[config.mk]
export PLATFORM = sky130hd
export DESIGN_NAME = seg_scan_ctrl
export DESIGN_NICKNAME = d
export VERILOG_FILES = /design/src/rtl/seg_scan_pkg.sv /design/src/rtl/seg_scan_ctrl_decoder.sv /design/src/rtl/seg_scan_ctrl.sv
export SDC_FILE = /design/constraint.sdc
export NUM_CORES = 1
export LEC_CHECK = 0
export CORE_ASPECT_RATIO = 0.7
export CORE_MARGIN = 2
export CORE_UTILIZATION = 56
export DETAILED_ROUTE_END_ITERATION = 8
export PLACE_DENSITY_LB_ADDON = 0.05
export SETUP_SLACK_MARGIN = 0.15
export SLEW_MARGIN = 10
export SYNTH_ARGS = -nofsm -noshare
export SYNTH_HDL_FRONTEND = slang
export SYNTH_HIERARCHICAL = 1
export SYNTH_SLANG_ARGS = --single-unit
[constraint.sdc]
create_clock -name clk -period 8.25 [get_ports clk]
set_clock_uncertainty 0.1 [all_clocks]
set_input_delay 0.825 -clock clk [delete_from_list [all_inputs] [get_ports clk]]
set_output_delay 0.825 -clock clk [all_outputs]
set_load 0.01 [all_outputs]
[src/rtl/seg_scan_pkg.sv]
// seg_scan_pkg: shared constants for the multiplexed 7-segment scan controller.
//   - register word offsets (byte offset >> 2, compared against addr[3:2])
//   - CTRL bit positions
//   - hex-to-segment table, active-low, bit order {A,B,C,D,E,F,G,DP}
//   - all-dark segment pattern
package seg_scan_pkg;

    localparam logic [1:0] SEG_DATA_OFS  = 2'd0;  // byte offset 0x0
    localparam logic [1:0] SEG_DP_OFS    = 2'd1;  // byte offset 0x4
    localparam logic [1:0] SEG_BLANK_OFS = 2'd2;  // byte offset 0x8
    localparam logic [1:0] SEG_CTRL_OFS  = 2'd3;  // byte offset 0xC

    localparam int CTRL_EN_BIT   = 0;
    localparam int CTRL_LZS_BIT  = 1;
    localparam int CTRL_DUTY_LSB = 4;

    localparam logic [7:0] SEG_BLANK = 8'hFF;

    // Entry n is the pattern for hex digit n; DP bit (bit 0) is stored off.
    localparam logic [15:0][7:0] SEG_HEX_TABLE = {
        8'h71,  // F
        8'h61,  // E
        8'h85,  // d
        8'h63,  // C
        8'hC1,  // b
        8'h11,  // A
        8'h09,  // 9
        8'h01,  // 8
        8'h1F,  // 7
        8'h41,  // 6
        8'h49,  // 5
        8'h99,  // 4
        8'h0D,  // 3
        8'h25,  // 2
        8'h9F,  // 1
        8'h03   // 0
    };

endpackage

[src/rtl/seg_scan_ctrl_decoder.sv]
// seg_hex_decoder: combinational nibble -> active-low segment pattern.
// Ports:
//   nibble  in  4  hex value to display
//   dp      in  1  1 = light the decimal point
//   blank   in  1  1 = segments A-G dark (DP still follows dp)
//   seg     out 8  {A,B,C,D,E,F,G,DP}, active-low
module seg_hex_decoder
    import seg_scan_pkg::*;
(
    input  logic [3:0] nibble,
    input  logic       dp,
    input  logic       blank,
    output logic [7:0] seg
);

    always_comb begin
        seg = SEG_HEX_TABLE[nibble];
        if (blank) begin
            seg = SEG_BLANK;
        end
        seg[0] = ~dp;
    end

endmodule

[src/rtl/seg_scan_ctrl.sv]
// seg_scan_ctrl: memory-mapped multiplexed 7-segment display controller.
// Optional feature macro: SEG_SCAN_PWM_EN (per-digit duty-cycle dimming via CTRL[7:4]).
// Ports:
//   clk     in  1           system clock
//   rst     in  1           asynchronous, active-high reset
//   addr    in  ADDR_W      byte offset; only addr[3:2] decoded
//   wen     in  1           write strobe, one cycle per write
//   wdata   in  32          write data
//   rdata   out 32          readback, combinational from addr
//   dig_en  out NUM_DIGITS  digit enables, active-low, at most one low
//   seg     out 8           {A,B,C,D,E,F,G,DP}, active-low
// Bus: a write completes on the clk edge where wen=1 (no wait states, no
// ready); reads are combinational and always valid.
module seg_scan_ctrl
    import seg_scan_pkg::*;
#(
    parameter int NUM_DIGITS = 8,
    parameter int SCAN_DIV   = 50000,
    parameter int ADDR_W     = 12
) (
    input  logic                  clk,
    input  logic                  rst,
    input  logic [ADDR_W-1:0]     addr,
    input  logic                  wen,
    input  logic [31:0]           wdata,
    output logic [31:0]           rdata,
    output logic [NUM_DIGITS-1:0] dig_en,
    output logic [7:0]            seg
);

    localparam int CNT_W  = (SCAN_DIV > 1) ? $clog2(SCAN_DIV) : 1;
    localparam int IDX_W  = (NUM_DIGITS > 1) ? $clog2(NUM_DIGITS) : 1;
    localparam int DATA_W = 4 * NUM_DIGITS;
    localparam logic [CNT_W-1:0] CNT_LAST = CNT_W'(SCAN_DIV - 1);
    localparam logic [IDX_W-1:0] IDX_LAST = IDX_W'(NUM_DIGITS - 1);

    logic [DATA_W-1:0]     data_r;
    logic [NUM_DIGITS-1:0] dp_r;
    logic [NUM_DIGITS-1:0] blank_r;
    logic                  en_r;
    logic                  lzs_r;
    logic [3:0]            duty_rd;

    logic [CNT_W-1:0]      cnt;
    logic [IDX_W-1:0]      idx;
    // Low for exactly the first edge after reset so the outputs stay dark there.
    logic                  started;

    logic [3:0]            cur_nib;
    logic                  cur_dp;
    logic                  cur_blank;
    logic                  lz_sup;
    logic                  upper_zero;
    logic [NUM_DIGITS-1:0] onehot;
    logic [7:0]            dec_seg;
    logic                  pwm_on;

    // Address bits outside addr[3:2] and surplus wdata bits are intentionally ignored.
    logic                  unused_bits;
    assign unused_bits = ^{addr[ADDR_W-1:4], addr[1:0], wdata};

`ifdef SEG_SCAN_PWM_EN
    localparam int SLOT_LEN = SCAN_DIV / 16;
    logic [3:0] duty_r;
    assign duty_rd = duty_r;
    // Enabled during the first DUTY+1 slots; full duty also covers any
    // remainder cycles left over by the integer division.
    always_comb begin
        pwm_on = (duty_r == 4'hF) || (int'(cnt) < (int'(duty_r) + 1) * SLOT_LEN);
    end
`else
    assign duty_rd = 4'h0;
    assign pwm_on  = 1'b1;
`endif

    // Register file
    always_ff @(posedge clk or posedge rst) begin
        if (rst) begin
            data_r  <= '0;
            dp_r    <= '0;
            blank_r <= '0;
            en_r    <= 1'b1;
            lzs_r   <= 1'b0;
`ifdef SEG_SCAN_PWM_EN
            duty_r  <= 4'hF;
`endif
        end else if (wen) begin
            case (addr[3:2])
                SEG_DATA_OFS:  data_r  <= wdata[DATA_W-1:0];
                SEG_DP_OFS:    dp_r    <= wdata[NUM_DIGITS-1:0];
                SEG_BLANK_OFS: blank_r <= wdata[NUM_DIGITS-1:0];
                SEG_CTRL_OFS: begin
                    en_r  <= wdata[CTRL_EN_BIT];
                    lzs_r <= wdata[CTRL_LZS_BIT];
`ifdef SEG_SCAN_PWM_EN
                    duty_r <= wdata[CTRL_DUTY_LSB +: 4];
`endif
                end
                default: ;
            endcase
        end
    end

    // Prescaler and digit index; held at 0 while disabled so re-enable starts at digit 0.
    always_ff @(posedge clk or posedge rst) begin
        if (rst) begin
            cnt <= '0;
            idx <= '0;
        end else if (!en_r) begin
            cnt <= '0;
            idx <= '0;
        end else if (cnt == CNT_LAST) begin
            cnt <= '0;
            idx <= (idx == IDX_LAST) ? '0 : idx + 1'b1;
        end else begin
            cnt <= cnt + 1'b1;
        end
    end

    // Select the active digit's fields. upper_zero accumulates from the top
    // digit downward, so at digit i it means nibbles i..NUM_DIGITS-1 are zero.
    always_comb begin
        cur_nib    = 4'h0;
        cur_dp     = 1'b0;
        cur_blank  = 1'b0;
        lz_sup     = 1'b0;
        upper_zero = 1'b1;
        onehot     = '0;
        for (int i = NUM_DIGITS - 1; i >= 0; i--) begin
            upper_zero = upper_zero & (data_r[4*i +: 4] == 4'h0);
            if (IDX_W'(i) == idx) begin
                cur_nib   = data_r[4*i +: 4];
                cur_dp    = dp_r[i];
                cur_blank = blank_r[i];
                lz_sup    = lzs_r && (i != 0) && upper_zero;
                onehot[i] = 1'b1;
            end
        end
    end

    // BLANK darkens DP too; leading-zero suppression leaves DP alone.
    seg_hex_decoder u_dec (
        .nibble (cur_nib),
        .dp     (cur_dp & ~cur_blank),
        .blank  (cur_blank | lz_sup),
        .seg    (dec_seg)
    );

    // Registered outputs, one cycle behind idx.
    always_ff @(posedge clk or posedge rst) begin
        if (rst) begin
            started <= 1'b0;
            dig_en  <= '1;
            seg     <= SEG_BLANK;
        end else begin
            started <= 1'b1;
            if (started && en_r) begin
                dig_en <= ~(onehot & {NUM_DIGITS{pwm_on}});
                seg    <= dec_seg;
            end else begin
                dig_en <= '1;
                seg    <= SEG_BLANK;
            end
        end
    end

    // Readback
    always_comb begin
        rdata = '0;
        case (addr[3:2])
            SEG_DATA_OFS:  rdata[DATA_W-1:0]     = data_r;
            SEG_DP_OFS:    rdata[NUM_DIGITS-1:0] = dp_r;
            SEG_BLANK_OFS: rdata[NUM_DIGITS-1:0] = blank_r;
            SEG_CTRL_OFS: begin
                rdata[CTRL_EN_BIT]          = en_r;
                rdata[CTRL_LZS_BIT]         = lzs_r;
                rdata[CTRL_DUTY_LSB +: 4]   = duty_rd;
            end
            default: ;
        endcase
    end

endmodule

==> run_results.csv <==
group,metric,value,unit
synth,synth_area,0.00480,sq mm
sta,relSlewSlack,29.8,%
sta,hold_violations,0,
die,num_io_pins,95,
layout,fin_nets,588,
die,fp.dieH,81.4,um
clock_tree,numClockSinks,86,
layout,area_growth,22.8,%
sta,fin_crit,4.34,ns
pwr,p_leak,0.00243,uW
worst_setup_path,path_max_fanout,20,
drt,dr.first_iter.drc_count,378,
die,num_rows,28,
clock_tree,insertion_delay,0.34,ns
worst_setup_path,crit_buf_inv,2,
layout,multi_input_area,0.00237,sq mm
layout,regArea,0.00217,sq mm
synth,synth.most_common_cell,"dfrtp_1",
drt,top_layer,"met4",
synth,synth_edf_count,0,
status,status,"finished, final reports clean",
drt,dr.pass1.iters,5,
synth,synth_cell_type_count,66,
die,fp.dieW,115,um
synth,yosys_warnings,6,
placed_design,portBuffers,84,
placed_design,dp_slack,3.94,ns
sta,setup_tns,0,ns
worst_setup_path,crit_top_cell,"clkdlybuf4s50_1",
placed_design,gp_congestion,0.979,
clock_tree,clk_pin_slew,0.06,ns
drt,vias,3749,
synth,synth.top_cell.area_share,36.0,%
pwr,total_power,1170,uW
synth,yosys-top-cells-area,"dfrtp_1, mux2_2, dfstp_2",
global_route,grt_first_pass_wirelength,18200,um
clock_tree,clock_path_buffers,2,
layout,fill_cells,641,
sta,rsz0062_at_grt,"no",
layout,drive_gt1_share,16.9,%
clock_tree,cts_resized,0,
worst_setup_path,cp_top_family,"buffers and inverters",
worst_setup_path,crit_chain,"clkdlybuf4s50_1 -> nor2_1 -> and2_1 -> clkdlybuf4s50_1",
layout,antennaDiodeCount,0,
worst_setup_path,worstSetupEndpointType,"output port",
job,drv_cap,0,
die,core_area,0.00837,sq mm
global_route,grt_use_total,25.7,%
clock_tree,htreeDepth,3,
drt,avgViaCountPerCell,5.89,
clock_tree,post_cts.repair.setup_buffers,0,
worst_setup_path,slowest_stage,"clkdlybuf4s50_1",
sta,max_freq,230,MHz
global_route,grt_max_degree,87,
sta,timing.final.ws_setup,3.91,ns
synth,synthCells,457,
synth,syn_area_per_cell,10.5,sq um
synth,synthFlopType,"dfrtp_1",
global_route,antenna_found_initial,0,
synth,yosysSeqAreaShare,45.3,%
worst_setup_path,cp_data_arrival_time,3.42,ns
drt,drtAntennaViolNets,0,
drt,met2RoutedLength,4990,um
clock_tree,holdBufCountCts,0,
synth,async_flop_share,100,%
sta,slew_violations,0,
layout,final_core_util,70.4,%
worst_setup_path,critPathKind,"input port to output port",
die,die_area,0.00933,sq mm
worst_setup_path,cp_slowest_stage_delay,0.94,ns
synth,ys_seq_elements,86,
sta,hold_ws,0.350,ns
pwr,max-vdd-ir-drop,0.143,mV
drt,routed_wl,11500,um
die,start_util,57.3,%
placed_design,hpwlAfterDp,8140,um
sta,setup_viol,0,
drt,route.detailed.drc,0,
drt,wl_met1,5540,um
sta,tightest_slew,1.05,ns
clock_tree,cts_buffers,9,
hold_path,hold_path.class,"flop to flop",
worst_setup_path,startpoint_type,"input port",
synth,syn_nets,518,
synth,synthTopCellsByCount,"dfrtp_1, mux2_2, nand2_1, nor2_1, and2_1",
synth,yosys.area.top_type,"dfrtp_1",
sta,finalCritPeriodShare,52.6,%
global_route,first_global_vias,3617,
drt,dr_wl_met3,826,um
pwr,power_density,198,mW/mm^2
global_route,gr-total-overflow,0,
clock_tree,cts_tree,"done",
drt,wl_per_cell,18.1,um
worst_setup_path,required,7.32,ns
clock_tree,cts_root_buffer,"clkbuf_16",
## metal layers
metal | GRT usage, % | vias to the layer above
li1 | - | 1758
met1 | 36.7 | 1813
met2 | 39.8 | 160
met3 | 6.20 | 18
met4 | 6.71 | 0
met5 | 0 | -
## sequential cells by signal, indices dropped and copies added (netlist names)
signal	cells
en_r	1
lzs_r	1
blank_r	8
cnt	16
dig_en	8
dp_r	8
seg	8
idx	3
started	1
data_r	32
## worst reg2reg max path, delay by kind of cell (launching register included)
kind / cells / cell delay [ns]
flip-flops: 1 / 1.00
AO/OA/AOI/OAI: 4 / 0.88
buffers and inverters: 2 / 0.46
adder cells (fa/ha/maj): 2 / 0.80
AND/OR/NAND/NOR: 3 / 0.67
## cell usage in the layout (no fill, tap or decap), drive strengths merged, types with 4 or more instances in the layout
cell type,synthesis,final
a21oi,8,8
a221o,6,6
a221oi,6,6
a22o,4,4
a31oi,4,4
a32oi,4,4
and2,23,23
and3,4,4
clkbuf,10,11
clkdlybuf4s50,0,84
clkinv,0,4
dfrtp,69,69
dfstp,17,17
ha,14,14
inv,19,18
mux2,44,44
mux2i,11,11
nand2,35,35
nand2b,11,11
nand3,11,11
nand4,5,5
nor2,35,35
nor2b,13,13
nor3,15,15
nor4,5,5
o21ai,19,19
xnor2,6,6
xor2,8,8
## worst paths after layout
check                      startpoint    endpoint  slack, ns  cells after the start
hold reg to reg                cnt[0]      cnt[0]       0.35                      1
max in group asynchronous         rst  blank_r[7]       6.33                      3
hold / removal                 cnt[0]      cnt[0]       0.35                      1
setup reg to reg               idx[2]      seg[6]       4.23                     11
setup / recovery              addr[2]   rdata[16]       3.91                      4
min in group asynchronous         rst  data_r[22]       1.06                      3
## kinds of logic (layout without fill, tap and decap cells)
family	count (synthesis)	in the layout	share of synthesized area [%]
other cells	1	1	0.0782
fa+ha+maj	14	14	3.65
compound gates	67	67	10.5
flops	86	86	45.3
buf+inv	47	122	5.37
mux	57	57	13.6
xor+xnor	14	14	2.56
simple gates	171	171	19.0
## through the flow
stage               instances  instance area, sq um
floorplan                 457                  4800
global placement          621                  5610
detailed placement        621                  5610
CTS                       637                  5890
global route              637                  5890
finish                    637                  5890
## report_power, final
group	leakage (uW)	switching, uW	internal (uW)	total [uW]
sequential	0.00104	52.9	481	534
combinational	0.00125	111	131	241
clock	0.000139	159	233	392
## cell type report
type / instances / area share [%]
Tap cell: 105 / 2.23
Clock inverter: 5 / 0.892
Sequential cell: 86 / 36.9
Inverter: 19 / 1.23
Timing Repair Buffer: 87 / 14.7
Multi-Input combinational cell: 324 / 40.2
Clock buffer: 11 / 3.95
No activity file was read; power rests on OpenSTA's default activity.
==> edit (same flow settings) <==
The option `SEG_SCAN_PWM_EN` is turned on by a define.
--- a/src/rtl/seg_scan_ctrl.sv
+++ b/src/rtl/seg_scan_ctrl.sv
@@ -13,2 +13,4 @@
 // ready); reads are combinational and always valid.
+`define SEG_SCAN_PWM_EN
+
 module seg_scan_ctrl
Check against the original RTL: not equivalent (Yosys sat finds a counterexample within 4 cycles, from zero or initial values and one cycle with rst high).
==> edit against the original RTL <==
  * Core utilization is 0.95 points lower
  * Count of clock-buffer cells in the layout decreased by 2
  * Total power is 48% higher
  * Wire length up 30%
  * Area after synthesis grew 26%
  * Synthesized cell count is 29% higher
  * Sequential cell count grew 4
  * Cell area increased by 22%
  * Worst setup slack worse by 1.2 ns
==> edit: results <==
metrics = {
    "outcome": {
        "status": "complete, no violations",
    },
    "grt": {
        "grt_pass1_wl_mm": 24.0,
        "grt_pass1_vias": 4472,
        "grt_max_degree": 67,
        "grt_use_total_pct": 26.4,
    },
    "critical_path": {
        "r2r_setup_slack_ns": 2.70,
        "critPathArrivalTime_ns": 5.67,
        "r2r_cells": 18,
        "crit_fanout": 10,
        "critPathCapture": "dig_en[7]",
        "setup.worst_path.start": "duty_r[0]",
    },
    "sta": {
        "worst_pin_slew_ns": 0.924,
        "fin_ws_ns": 2.70,
    },
    "power_and_ir_drop": {
        "combPwrFrac_pct": 42.6,
        "switching_share_pct": 37.1,
        "p_leak_nw": 3.08,
        "p_int_mw": 1.09,
        "power_frac_clock_pct": 24.0,
    },
    "cells_and_area": {
        "nonClockInverterCount": 27,
        "buf_share_pct": 12.0,
        "drive_gt1_share_pct": 17.7,
        "final.fill_count": 801,
        "num-multi-input-gates": 452,
        "multi_input_area_share_pct": 48.6,
        "nClkBuffers": 9,
        "fin_nets": 772,
        "seqCellArea_um2": 2280,
        "clock_area_share_pct": 4.20,
    },
    "hold_path": {
        "holdPathEnd": "blank_r[0]",
        "worstHoldStart": "blank_r[0]",
    },
    "synth": {
        "ys_seq_elements": 90,
        "synth_xor_area_share_pct": 4.22,
        "synth_commonest_cells": "69 x dfrtp_1, 57 x ha_1, 55 x mux2_2",
        "synth-compound-area-share_pct": 10.6,
        "synthMuxAreaShare_pct": 14.2,
        "synth_adder_area_share_pct": 12.2,
        "synth_cell_types": 65,
        "synthTopCellsByArea": "dfrtp_1 29%, ha_1 12%, mux2_2 10%, dfstp_2 9.2%, nand2_1 3.1%",
        "syn_nets": 696,
    },
    "place": {
        "dpl_worst_slack_ns": 2.89,
        "dp_hpwl_mm": 11.4,
        "gp_congestion": 0.940,
    },
    "route": {
        "wirelength_mm": 14.9,
        "vias": 4812,
        "drt_iter0_markers": 453,
        "dr.pass1.iters": 7,
    },
}
-- edit: changes by cell type in the layout (fill, tap and decap cells not counted), moves of 6 or more --
cell     change
ha_1        +43
o21ai_0     +15
or2_2        +8
xor2_1       +9
inv_1        +7
nand2_1     +14
a21oi_1     +11
xnor2_1      +6
mux2_2      +13
and2_1       +6
nor3_1       -9
nand3_1      +6
-- edit: stage by stage --
step	hold slack [ns]	instances	cell area, µm²	util [%]
2_1_floorplan	0.366	591	6020	-
3_3_place_gp	0.413	788	6910	66.5
3_5_place_dp	0.425	788	6910	66.5
4_1_cts	0.438	804	7210	69.4
5_1_grt	0.457	804	7220	69.4
6_report	0.441	804	7220	69.4
-- edit: kinds of logic (layout without fill, tap and decap cells) --
| group | count (synthesis) | count (layout) |
|---|---|---|
| adder cells (fa/ha/maj) | 58 | 58 |
| flip-flops | 90 | 90 |
| multiplexers | 71 | 71 |
| buffers and inverters | 49 | 130 |
| other | 2 | 2 |
| AND/OR/NAND/NOR | 194 | 194 |
| AO/OA/AOI/OAI | 98 | 98 |
| XOR/XNOR | 29 | 29 |
-- edit: routing by layer --
layer / track usage (%) / vias to the layer above / share of wire [%]
li1: - / 2261 / -
met1: 44.6 / 2389 / 52
met2: 34.5 / 158 / 41
met3: 5.51 / 4 / 6.6
met4: 3.75 / 0 / 0.40
met5: 0 / - / 0
-- edit: critical path, stage by stage, from the launching register on --
cell       delay, ns
dfstp_2         0.66
ha_1            0.22
xor2_1          0.35
ha_1            0.27
xnor2_1         0.14
ha_1            0.25
ha_1            0.28
ha_1            0.37
a211oi_1        0.33
o21ai_0         0.14
a21oi_1         0.23
o21ai_0         0.16
xnor2_1         0.29
ha_1            0.30
o21ai_0         0.17
o21ai_0         0.10
a2111oi_0       0.56
o21a_1          0.36
o21ai_0         0.15
